$ cat src/rtl/serial_add8.sv
// -----------------------------------------------------------------------------
// serial_add8 -- bit-serial adder with a valid/ready handshake on each side.
//
// An operand pair is accepted in IDLE. The pair is added one bit per clock,
// LSB first, over WIDTH RUN cycles. The result is then held in DONE until the
// downstream side accepts it. The result registers keep their value after
// the return to IDLE, until the next operand pair is accepted.
//
// Optional feature: define SERIAL_ADD8_OVF_EN to build the signed overflow
// detector. Without the macro, out_ovf is tied to 0 and no overflow logic
// is built.
//
// Parameters:
//   WIDTH      operand width in bits (2..16), default 8
// Ports:
//   clk        clock; all state changes on the rising edge
//   rst        synchronous active-high reset
//   in_valid   operand pair presented
//   in_ready   block can accept an operand pair (IDLE only)
//   in_a       operand A
//   in_b       operand B
//   out_valid  result held and presented (DONE only)
//   out_ready  downstream accepts the result
//   out_sum    (A + B) mod 2^WIDTH
//   out_cout   carry out of the MSB
//   out_ovf    signed overflow flag (0 unless SERIAL_ADD8_OVF_EN)
//   busy       high in RUN or DONE
// -----------------------------------------------------------------------------
module serial_add8 #(
  parameter int WIDTH = 8
) (
  input  logic             clk,
  input  logic             rst,
  input  logic             in_valid,
  output logic             in_ready,
  input  logic [WIDTH-1:0] in_a,
  input  logic [WIDTH-1:0] in_b,
  output logic             out_valid,
  input  logic             out_ready,
  output logic [WIDTH-1:0] out_sum,
  output logic             out_cout,
  output logic             out_ovf,
  output logic             busy
);

  localparam int CW = $clog2(WIDTH);

  typedef enum logic [1:0] {
    IDLE = 2'd0,
    RUN  = 2'd1,
    DONE = 2'd2
  } state_t;

  state_t           r_state;
  state_t           w_state_next;

  logic [WIDTH-1:0] r_a;
  logic [WIDTH-1:0] r_b;
  logic [WIDTH-1:0] r_sum;
  logic             r_carry;
  logic [CW-1:0]    r_cnt;

  logic             w_accept;
  logic             w_last_bit;

  // One full adder built from two cascaded half adders on the current LSBs.
  logic             w_ha0_s;
  logic             w_ha0_c;
  logic             w_ha1_c;
  logic             w_s;
  logic             w_c;

  assign w_ha0_s    = r_a[0] ^ r_b[0];
  assign w_ha0_c    = r_a[0] & r_b[0];
  assign w_s        = w_ha0_s ^ r_carry;
  assign w_ha1_c    = w_ha0_s & r_carry;
  assign w_c        = w_ha0_c | w_ha1_c;

  assign w_last_bit = (r_cnt == CW'(WIDTH - 1));

  // ---------------------------------------------------------------------------
  // FSM: state register
  // ---------------------------------------------------------------------------
  always_ff @(posedge clk) begin
    if (rst) begin
      r_state <= IDLE;
    end else begin
      r_state <= w_state_next;
    end
  end

  // ---------------------------------------------------------------------------
  // FSM: next state and handshake outputs
  // ---------------------------------------------------------------------------
  always_comb begin
    w_state_next = r_state;
    in_ready     = 1'b0;
    out_valid    = 1'b0;
    busy         = 1'b0;
    w_accept     = 1'b0;
    case (r_state)
      IDLE: begin
        in_ready = 1'b1;
        if (in_valid) begin
          w_accept     = 1'b1;
          w_state_next = RUN;
        end
      end
      RUN: begin
        busy = 1'b1;
        if (w_last_bit) begin
          w_state_next = DONE;
        end
      end
      DONE: begin
        busy      = 1'b1;
        out_valid = 1'b1;
        // Leaving DONE goes to IDLE, so no new pair can be taken on this edge.
        if (out_ready) begin
          w_state_next = IDLE;
        end
      end
      default: begin
        w_state_next = IDLE;
      end
    endcase
  end

  // ---------------------------------------------------------------------------
  // Datapath: operand shifters, sum shifter, carry and bit counter
  // ---------------------------------------------------------------------------
  always_ff @(posedge clk) begin
    if (rst) begin
      r_a     <= '0;
      r_b     <= '0;
      r_sum   <= '0;
      r_carry <= 1'b0;
      r_cnt   <= '0;
    end else if (w_accept) begin
      r_a     <= in_a;
      r_b     <= in_b;
      r_carry <= 1'b0;
      r_cnt   <= '0;
    end else if (r_state == RUN) begin
      r_a     <= {1'b0, r_a[WIDTH-1:1]};
      r_b     <= {1'b0, r_b[WIDTH-1:1]};
      // Each new sum bit enters at the MSB. After WIDTH shifts, bit 0 of the
      // sum has reached position 0.
      r_sum   <= {w_s, r_sum[WIDTH-1:1]};
      r_carry <= w_c;
      // The counter stops at WIDTH-1. The FSM leaves RUN on that same edge.
      if (!w_last_bit) begin
        r_cnt <= r_cnt + CW'(1);
      end
    end
  end

  assign out_sum  = r_sum;
  assign out_cout = r_carry;

`ifdef SERIAL_ADD8_OVF_EN
  // On the last bit cycle, r_a[0] and r_b[0] hold the latched operand MSBs,
  // and w_s is the sum MSB. The flag is registered on the same edge that
  // enters DONE.
  logic r_ovf;

  always_ff @(posedge clk) begin
    if (rst) begin
      r_ovf <= 1'b0;
    end else if ((r_state == RUN) && w_last_bit) begin
      r_ovf <= (r_a[0] == r_b[0]) & (w_s != r_a[0]);
    end
  end

  assign out_ovf = r_ovf;
`else
  assign out_ovf = 1'b0;
`endif

endmodule
$ cat config.mk
export PLATFORM = sky130hd
export DESIGN_NAME = serial_add8
export DESIGN_NICKNAME = d
export VERILOG_FILES = /design/src/rtl/serial_add8.sv
export SDC_FILE = /design/constraint.sdc
export NUM_CORES = 1
export LEC_CHECK = 0
export CELL_PAD_IN_SITES_DETAIL_PLACEMENT = 1
export CELL_PAD_IN_SITES_GLOBAL_PLACEMENT = 1
export CORE_MARGIN = 3
export CORE_UTILIZATION = 30
export DETAILED_ROUTE_END_ITERATION = 6
export PLACE_DENSITY = 0.72
export RECOVER_POWER = 25
export SLEW_MARGIN = 25
export SYNTH_ARGS = -nofsm -noshare
export SYNTH_HDL_FRONTEND = slang
export SYNTH_SLANG_ARGS = --single-unit
$ cat constraint.sdc
create_clock -name clk -period 2.6 [get_ports clk]
set_clock_uncertainty 0.15 [all_clocks]
set_input_delay 0.52 -clock clk [delete_from_list [all_inputs] [get_ports clk]]
set_output_delay 0.52 -clock clk [all_outputs]
set_load 0.03 [all_outputs]
==> flow_metrics.env, run 1 <==
export IMPL_drtAntennaViolNets=0
export IMPL_cts_root_buf="clkbuf_8"
export IMPL_layout_cells_most_common="clkdlybuf4s50_1"
export IMPL_outcome="complete, no violations"
export IMPL_path_max_fanout=5
export IMPL_cts_resized=0
export IMPL_yosysWarnings=0
export IMPL_critPathBufInv=2
export IMPL_fp_dieArea_um2=5440
export IMPL_grt_pass1_vias=1051
export IMPL_vias=1026
export IMPL_core_um2=4380
export IMPL_cts_tree="done"
export IMPL_setup_viol=0
export IMPL_layout_common_cells="clkdlybuf4s50_1, dfxtp_1, mux2i_1"
export IMPL_track_usage=0.117
export IMPL_hpwl_um=1990
export IMPL_finalNonFillerCells=217
export IMPL_clock_sinks=30
export IMPL_num_rows=24
export IMPL_wl_um=2920
export IMPL_clkTransAtPathRegs_ns=0.06
export IMPL_critPathLaunchType="register"
export IMPL_antenna_found_initial=0
export IMPL_hold_viol=0
export IMPL_synth_distinct_cells=22
export IMPL_netlist_instances=134
export IMPL_cap_violations=0
export IMPL_drt_first_iter_violations=34
export IMPL_syn_to_final_growth_pct=29.2
export IMPL_timing_fmax_ghz=0.425
export IMPL_synth_area_um2=1380
export IMPL_ir_drop_mv=0.368
export IMPL_hp_class="register to register"
export IMPL_synth_seq_area_share=0.436
export IMPL_cts_made_buffers=5
export IMPL_worstSetupPathType="register to primary output"
export IMPL_dp_cells=209
export IMPL_cts_max_path_buffers=2
export IMPL_crit_chain="inv_1 -> ha_1 -> clkdlybuf4s50_1"
export IMPL_wirelength_met1_um=1340
export IMPL_powerDensity_nw_per_um2=910
export IMPL_die_w_um=73.8
export IMPL_cpPeakStageDelay_ns=0.71
export IMPL_initial_core_util=0.314
export IMPL_htreeDepth=2
export IMPL_drc=0
export IMPL_fin_crit_ns=2.35
export IMPL_finalSetupTns_ns=0
export IMPL_grt_max_degree=33
export IMPL_die_h_um=73.8
export IMPL_num_antenna_cells=0
export IMPL_routabilityCongestion=0.759
export IMPL_worstPathArrival_ns=1.68
export IMPL_relSlewSlack=0.465
export IMPL_slew_violations=0
export IMPL_grt_pass1_wl_um=4890
export IMPL_cts_hold_buf=0
export IMPL_crit_family="buffers and inverters"
export IMPL_met2_length_um=1320
export IMPL_rsz0062_at_grt="false"
export IMPL_detail_route_wl_per_cell_um=13.5
export IMPL_post_cts_setup_buffers=0
export IMPL_routed_top_layer="met4"
export IMPL_overflow=0
export IMPL_boundaryPins=33
export IMPL_drtPass1Iterations=4
export IMPL_p_leak_nw=0.676
export IMPL_crit_slowest_cell="clkdlybuf4s50_1"
export IMPL_clock_latency_ns=0.27
export IMPL_timing_hold_ws_ns=0.343
export IMPL_num_nets_final=190
export IMPL_vias_per_cell=4.73
export IMPL_syn_num_nets=160
export IMPL_total_power_mw=1.62
export IMPL_yosys_register_bits=30
export IMPL_worst_setup_path_end_kind="primary output"
export IMPL_synth_area_per_cell_um2=10.3
export IMPL_tightest_slew_ns=0.802
export IMPL_drive_gt1_frac=0.0727
export IMPL_wl_met3_um=225
export IMPL_io_buffer_count=31
export IMPL_worstPathRequired_ns=1.93
export IMPL_finalCritPeriodShare=0.905
per-layer routing:
| metal | global-route usage | vias up |
|---|---|---|
| li1 | - | 523 |
| met1 | 0.146 | 473 |
| met2 | 0.175 | 25 |
| met3 | 0.0506 | 5 |
| met4 | 0.0483 | 0 |
| met5 | 0 | - |
path summary, 6_finish.rpt:
| path | startpoint | end | slack (ns) | cells after the start |
|---|---|---|---|---|
| max | r_state[0] | in_ready | 0.25 | 3 |
| max reg2reg | r_state[1] | r_a[5] | 0.71 | 5 |
| min reg2reg | r_a[7] | r_a[7] | 0.34 | 2 |
| min | r_a[7] | r_a[7] | 0.34 | 2 |
worst reg2reg max path: cells and delay by family (launching register included):
kind / cells / cell delay [ns]
multiplexers: 1 / 0.19
AO/OA/AOI/OAI: 1 / 0.26
flip-flops: 1 / 0.33
buffers and inverters: 2 / 0.71
adder cells (fa/ha/maj): 1 / 0.17
report_power, final:
group | switching [mW] | total [mW] | internal, mW
combinational | 0.335 | 0.626 | 0.292
clock | 0.165 | 0.378 | 0.213
sequential | 0.0591 | 0.615 | 0.556
total | 0.559 | 1.62 | 1.06
cell usage after synthesis:
cell type  instances  area (um^2)
a211oi_1          14          105
a21oi_1            2         10.0
a221oi_4           1         26.3
and2_1             1         6.26
buf_2              7         35.0
buf_4              2         15.0
buf_6              1         11.3
buf_8              1         15.0
conb_1             1         3.75
dfxtp_1           30          601
fa_1               1         20.0
ha_1               5         62.6
inv_1              4         15.0
mux2i_1           27          270
nand2_1            3         11.3
nand2b_1           4         25.0
nand3b_1           2         15.0
nor2_1            22         82.6
nor2b_4            1         13.8
nor3_1             3         15.0
nor3_2             1         10.0
xnor2_1            1         8.76
logic make-up (layout without fill, tap and decap cells):
family,Yosys count,count (layout),synth area share
AO/OA/AOI/OAI,17,17,0.103
XOR/XNOR,1,1,0.00636
adder cells (fa/ha/maj),6,6,0.0599
buffers and inverters,15,46,0.0663
flip-flops,30,30,0.436
multiplexers,27,27,0.196
other,1,1,0.00272
AND/OR/NAND/NOR,37,37,0.130
cell type report:
cell class                      count  area, um^2
Sequential cell                    30         601
Timing Repair Buffer               34         330
Multi-Input combinational cell     89         678
Inverter                            4        15.0
Fill cell                         495        2600
Clock buffer                        7        86.3
Clock inverter                      1        5.00
Tap cell                           52        65.1
flip-flops by register name, summed over array words and instances, names as in the netlist:
register / flops
out_cout: 1
out_sum: 8
r_a: 8
r_b: 8
r_cnt: 3
r_state: 2
stage by stage:
step,setup slack (ns),area [um^2],util
3_5_place_dp,0.531,1700,0.388
2_1_floorplan,1.09,1380,-
3_3_place_gp,0.597,1700,0.388
6_report,0.247,1780,0.406
4_1_cts,0.228,1790,0.408
5_1_grt,0.152,1780,0.406
(Power assumes the default switching activity.)
==> run 2: changes to the inputs <==
Settings changed: CTS_CLUSTER_DIAMETER set to 200.
==> results of run 2 <==
The final DEF is identical to that of run 1; final timing and power are the same.
